===== config.mk =====
export PLATFORM = sky130hd
export DESIGN_NAME = stencil2d_sched
export DESIGN_NICKNAME = d
export VERILOG_FILES = /design/src/rtl/stencil2d_sched.sv
export SDC_FILE = /design/constraint.sdc
export NUM_CORES = 1
export LEC_CHECK = 0
export ABC_AREA = 1
export CORE_MARGIN = 1
export CORE_UTILIZATION = 25
export DETAILED_ROUTE_END_ITERATION = 10
export PLACE_DENSITY_LB_ADDON = 0.15
export SETUP_SLACK_MARGIN = 0.3
export SYNTH_ARGS = -nofsm -noshare
export SYNTH_HDL_FRONTEND = slang
export SYNTH_SLANG_ARGS = --single-unit

===== constraint.sdc =====
create_clock -name clk -period 2.5 [get_ports clk]
set_clock_uncertainty 0.05 [all_clocks]
set_input_delay 0.25 -clock clk [delete_from_list [all_inputs] [get_ports clk]]
set_output_delay 0.25 -clock clk [all_outputs]
set_load 0.02 [all_outputs]

===== src/rtl/stencil2d_sched.sv =====
// Sequencer for the 3x3 stencil MAC: walks interior points, issues nine taps per point,
// and pairs returned results with their sol addresses through a small outstanding FIFO.
module stencil2d_sched #(
  parameter int unsigned ROW_SIZE  = 128,
  parameter int unsigned COL_SIZE  = 64,
  parameter int unsigned ADDR_W    = 13,
  parameter int unsigned OUT_DEPTH = 4
) (
  input  logic              clk,
  input  logic              rst,
  input  logic              start,
  output logic              busy,
  output logic              done,
  output logic              rd_valid,
  input  logic              rd_ready,
  output logic [ADDR_W-1:0] rd_addr,
  output logic [3:0]        f_idx,
  output logic              acc_clr,
  output logic              acc_last,
  input  logic              res_valid,
  output logic              wr_valid,
  output logic [ADDR_W-1:0] wr_addr,
  output logic              err
);

  localparam int unsigned PtrW = (OUT_DEPTH > 1) ? $clog2(OUT_DEPTH) : 1;
  localparam int unsigned CntW = PtrW + 1;
  localparam int unsigned RowW = $clog2(ROW_SIZE);
  localparam int unsigned ColW = $clog2(COL_SIZE);
  localparam logic [RowW-1:0]   RowLast = RowW'(ROW_SIZE - 3);
  localparam logic [ColW-1:0]   ColLast = ColW'(COL_SIZE - 3);
  localparam logic [CntW-1:0]   CntFull = CntW'(OUT_DEPTH);
  localparam logic [ADDR_W-1:0] RowStep = ADDR_W'(COL_SIZE - 2);

  typedef enum logic [1:0] {StIdle, StRun, StDrain, StDone} state_e;

  state_e              state_q;
  logic [RowW-1:0]     r_q;
  logic [ColW-1:0]     c_q;
  logic [3:0]          f_q;
  logic [ADDR_W-1:0]   pt_addr_q;
  logic [ADDR_W-1:0]   rd_addr_q;
  logic                busy_q, done_q, rd_valid_q, acc_clr_q, acc_last_q, err_q;

  logic [ADDR_W-1:0]   fifo_mem [OUT_DEPTH];
  logic [PtrW-1:0]     wr_ptr_q, rd_ptr_q;
  logic [CntW-1:0]     cnt_q, cnt_d;

  logic tap_acc, push, pop, fifo_empty, last_pt;

  always_comb begin
    tap_acc    = rd_valid_q & rd_ready;
    push       = tap_acc & acc_clr_q;
    fifo_empty = (cnt_q == '0);
    pop        = res_valid & ~fifo_empty;
    cnt_d      = cnt_q + CntW'(push) - CntW'(pop);
    last_pt    = (r_q == RowLast) && (c_q == ColLast);
  end

  assign busy     = busy_q;
  assign done     = done_q;
  assign rd_valid = rd_valid_q;
  assign rd_addr  = rd_addr_q;
  assign f_idx    = f_q;
  assign acc_clr  = acc_clr_q;
  assign acc_last = acc_last_q;
  assign err      = err_q;
  assign wr_valid = pop;
  assign wr_addr  = fifo_empty ? '0 : fifo_mem[rd_ptr_q];

  // Outstanding-point FIFO; memory needs no reset because wr_addr is gated when empty.
  always_ff @(posedge clk) begin
    if (rst) begin
      wr_ptr_q <= '0;
      rd_ptr_q <= '0;
      cnt_q    <= '0;
      err_q    <= 1'b0;
    end else begin
      if (push) begin
        fifo_mem[wr_ptr_q] <= pt_addr_q;
        wr_ptr_q           <= wr_ptr_q + 1'b1;
      end
      if (pop) rd_ptr_q <= rd_ptr_q + 1'b1;
      cnt_q <= cnt_d;
      if (res_valid && fifo_empty) err_q <= 1'b1;
    end
  end

  // rd_addr tracks the tap incrementally: +1 along a row, +COL-2 to the next window row.
  always_ff @(posedge clk) begin
    if (rst) begin
      state_q    <= StIdle;
      r_q        <= '0;
      c_q        <= '0;
      f_q        <= '0;
      pt_addr_q  <= '0;
      rd_addr_q  <= '0;
      busy_q     <= 1'b0;
      done_q     <= 1'b0;
      rd_valid_q <= 1'b0;
      acc_clr_q  <= 1'b0;
      acc_last_q <= 1'b0;
    end else begin
      done_q <= 1'b0;
      unique case (state_q)
        StIdle: begin
          if (start) begin
            state_q    <= StRun;
            busy_q     <= 1'b1;
            r_q        <= '0;
            c_q        <= '0;
            f_q        <= '0;
            pt_addr_q  <= '0;
            rd_addr_q  <= '0;
            acc_clr_q  <= 1'b1;
            acc_last_q <= 1'b0;
            rd_valid_q <= (cnt_d != CntFull);
          end
        end
        StRun: begin
          if (tap_acc) begin
            if (f_q == 4'd8) begin
              f_q        <= '0;
              acc_last_q <= 1'b0;
              if (last_pt) begin
                state_q    <= StDrain;
                rd_valid_q <= 1'b0;
                acc_clr_q  <= 1'b0;
                rd_addr_q  <= '0;
              end else begin
                if (c_q == ColLast) begin
                  c_q       <= '0;
                  r_q       <= r_q + 1'b1;
                  pt_addr_q <= pt_addr_q + ADDR_W'(3);
                  rd_addr_q <= pt_addr_q + ADDR_W'(3);
                end else begin
                  c_q       <= c_q + 1'b1;
                  pt_addr_q <= pt_addr_q + ADDR_W'(1);
                  rd_addr_q <= pt_addr_q + ADDR_W'(1);
                end
                acc_clr_q  <= 1'b1;
                rd_valid_q <= (cnt_d != CntFull);
              end
            end else begin
              f_q        <= f_q + 4'd1;
              rd_addr_q  <= (f_q == 4'd2 || f_q == 4'd5) ? rd_addr_q + RowStep
                                                         : rd_addr_q + ADDR_W'(1);
              acc_clr_q  <= 1'b0;
              acc_last_q <= (f_q == 4'd7);
              rd_valid_q <= 1'b1;
            end
          end else begin
            rd_valid_q <= !((f_q == 4'd0) && (cnt_d == CntFull));
          end
        end
        StDrain: begin
          if (fifo_empty) begin
            state_q <= StDone;
            busy_q  <= 1'b0;
            done_q  <= 1'b1;
          end
        end
        StDone:  state_q <= StIdle;
        default: state_q <= StIdle;
      endcase
    end
  end

endmodule


==> impl_metrics.json <==
{
  "slew_headroom_pct": 67.1,
  "setup_tns_ns": 0,
  "drc_errors": 0,
  "syn_inst": 686,
  "fp-row-count": 55,
  "max_cap_violations": 0,
  "path_clk_slew_ns": 0.08,
  "slew_violations": 0,
  "crit_buf_inv": 4,
  "start_util_pct": 25.4,
  "critPathRequiredTime_ns": 2.74,
  "vdd_drop_max_mv": 0.531,
  "layoutNonFillerInstCount": 1042,
  "critPathMaxStageDelay_ns": 0.53,
  "drive_gt1_share_pct": 16.1,
  "synth_nets": 713,
  "synth_area_sq_um": 5730,
  "final_common_cell": "nand2_1",
  "clk_latency_ns": 0.36,
  "io_buffers": 41,
  "antenna_found_initial": 0,
  "crit_path_start_kind": "register",
  "cp_cell_sequence": "nor3_4, inv_2, nand2_2, inv_4, ha_4, inv_2, ha_4, fa_2, inv_2, a31oi_1, a21oi_1, a21oi_1",
  "critPathKind": "register to register",
  "yosysSeqAreaShare_pct": 48.2,
  "coreArea_sq_um": 22600,
  "design.die.area_sq_um": 23500,
  "worstMarginPinSlew_ns": 0.494,
  "power.density_nw_per_um2": 839,
  "gp_congestion": 0.815,
  "boundaryPins": 42,
  "drt_iter0_markers": 205,
  "grt_overflow": 0,
  "post_drt_wl_per_cell_um": 14.1,
  "hold_path.class": "register to register",
  "postSynthRegisterBits": 112,
  "final_cell_mix": "nand2_1, nor2_1, inv_1",
  "max_freq_mhz": 462,
  "cts_tree": "yes",
  "slowest_stage": "fa_2",
  "arrival_ns": 2.40,
  "worst_path_most_repeated_cell": "inv_2",
  "cts_hold_buf": 0,
  "cts_max_path_buffers": 2,
  "die_w_um": 153,
  "cts_sinks": 112,
  "grt_max_degree": 38,
  "status": "completed",
  "setup_violations": 0,
  "cts-buffers-inserted": 9,
  "htree_levels": 3,
  "dp_cells": 1009,
  "syn-mean-instance-area_sq_um": 8.36,
  "syn2layout_area_growth_pct": 23.2,
  "cp_max_fo": 2,
  "endpoint_kind": "register",
  "n_antenna_cell": 0,
  "grt_pass1_wl_um": 24300,
  "die_h_um": 153,
  "wl_um": 14700,
  "vias": 4681,
  "dp_hpwl_um": 10200,
  "hold_violations": 0,
  "grt_pass1_vias": 4686,
  "path_delay_family": "adder cells",
  "clock_tree.root_cell": "clkbuf_16",
  "grt_usage_pct": 13.1,
  "synth_cell_type_count": 50,
  "finalCriticalPeriod_ns": 2.16,
  "yosys_warnings": 0,
  "dr.pass1.iters": 4,
  "final_nets": 779,
  "rsz0062_at_grt": "true",
  "avgViaCountPerCell": 4.49,
  "leakagePower_nw": 2.74,
  "detail-route-antenna-nets": 0,
  "fin_crit_sh_pct": 86.6
}
[where the power goes]
| part | switching [W] | internal (W) | total [W] |
|---|---|---|---|
| clock | 0.000741 | 0.000707 | 0.00145 |
| combinational | 0.00142 | 0.000906 | 0.00233 |
| sequential | 0.000111 | 0.00204 | 0.00215 |
[metal layers]
| layer | vias up | global-route usage [%] | wire length [um] |
|---|---|---|---|
| li1 | 2412 | - | - |
| met1 | 2189 | 17.5 | 7190 |
| met2 | 67 | 21.6 | 6860 |
| met3 | 13 | 2.52 | 441 |
| met4 | 0 | 3.62 | 178 |
| met5 | - | 0 | 0 |
[through the flow]
| stage | utilization, % | hold WS [ns] | cell area (sq um) | setup WS [ns] | power (W) |
|---|---|---|---|---|---|
| 2_1_floorplan | - | 0.343 | 5770 | 0.279 | 0.00357 |
| 5_1_grt | 31.3 | 0.443 | 7060 | 0.180 | 0.00632 |
| 3_5_place_dp | 29.1 | 0.403 | 6570 | 0.0369 | 0.00429 |
| 4_1_cts | 30.5 | 0.415 | 6890 | 0.301 | 0.00572 |
| 3_3_place_gp | 29.1 | 0.389 | 6570 | 0.0422 | 0.00427 |
| 6_report | 31.3 | 0.408 | 7060 | 0.336 | 0.00592 |
[cells in the mapped netlist, drive strengths merged]
cell type	number	share of area, %
nand2	131	9.1
nor2	104	8.4
inv	85	5.8
a21oi	60	5.8
dfxtp	60	21
o21ai	54	4.9
edfxtp	52	27
nand3	36	3.3
ha	21	4.6
nand4	13	1.4
clkbuf	11	0.72
nor3	11	1.3
xor2	9	1.4
buf	8	0.76
a211oi	5	0.74
a31oi	3	0.44
nand3b	3	0.39
o22ai	3	0.33
xnor2	3	0.46
o211ai	2	0.26
o21bai	2	0.26
or2	2	0.22
a21boi	1	0.13
and2	1	0.11
and3	1	0.11
fa	1	0.35
nor4	1	0.11
o211a	1	0.17
o21a	1	0.13
o32ai	1	0.15
[area by class of cell]
| class | instances | area [sq um] |
|---|---|---|
| multi-input cells | 470 | 2640 |
| fillers | 2358 | 15500 |
| clock inverters | 7 | 65.1 |
| inverters | 85 | 338 |
| flip-flops and latches | 112 | 2770 |
| clock buffers | 9 | 225 |
| well taps | 285 | 357 |
| repair buffers | 74 | 661 |
[cell families after synthesis]
logic type / Yosys count / synth area share, %
xor gates and xnor gates: 12 / 1.83
buffers and inverters: 104 / 7.27
DFF: 112 / 48.2
and+or+nand+nor: 303 / 24.4
adders and majority gates: 22 / 4.93
AOI/OAI and AO/OA: 133 / 13.4
[registers in the layout (all words and copies together), names as in the netlist, 2 cells and up, named ones only]
register	cells
rd_addr	13
r_q	7
state_q	2
cnt_q	3
wr_ptr_q	2
f_idx	4
fifo_mem	52
rd_ptr_q	2
c_q	6
pt_addr_q	13
[worst paths after layout]
path	from	to	slack [ns]	depth (start not counted)
worst max-delay path	cnt_q[1]$_SDFF_PP0_	rd_valid$_SDFFE_PP0P_	0.34	12
worst min-delay path	err$_SDFFE_PP0P_	err$_SDFFE_PP0P_	0.41	2
worst max register to register	cnt_q[1]$_SDFF_PP0_	rd_valid$_SDFFE_PP0P_	0.34	12
worst min register to register	err$_SDFFE_PP0P_	err$_SDFFE_PP0P_	0.41	2
[what timing repair did]
item | in CTS | in global routing
setup buffers | 1 | 16
pin swaps | 1 | 15
gates cloned | 0 | 0
setup endpoints to repair | 17 | 22
resized for setup | 21 | 22
[worst register-to-register path: cells and delay by family (launching register included)]
family                     cells  cell delay (ns)
DFF                            1             0.35
and+or+nand+nor                2             0.27
adders and majority gates      3             0.93
AOI/OAI and AO/OA              3             0.33
buffers and inverters          4             0.18
Power figures use the tool's default switching activity.
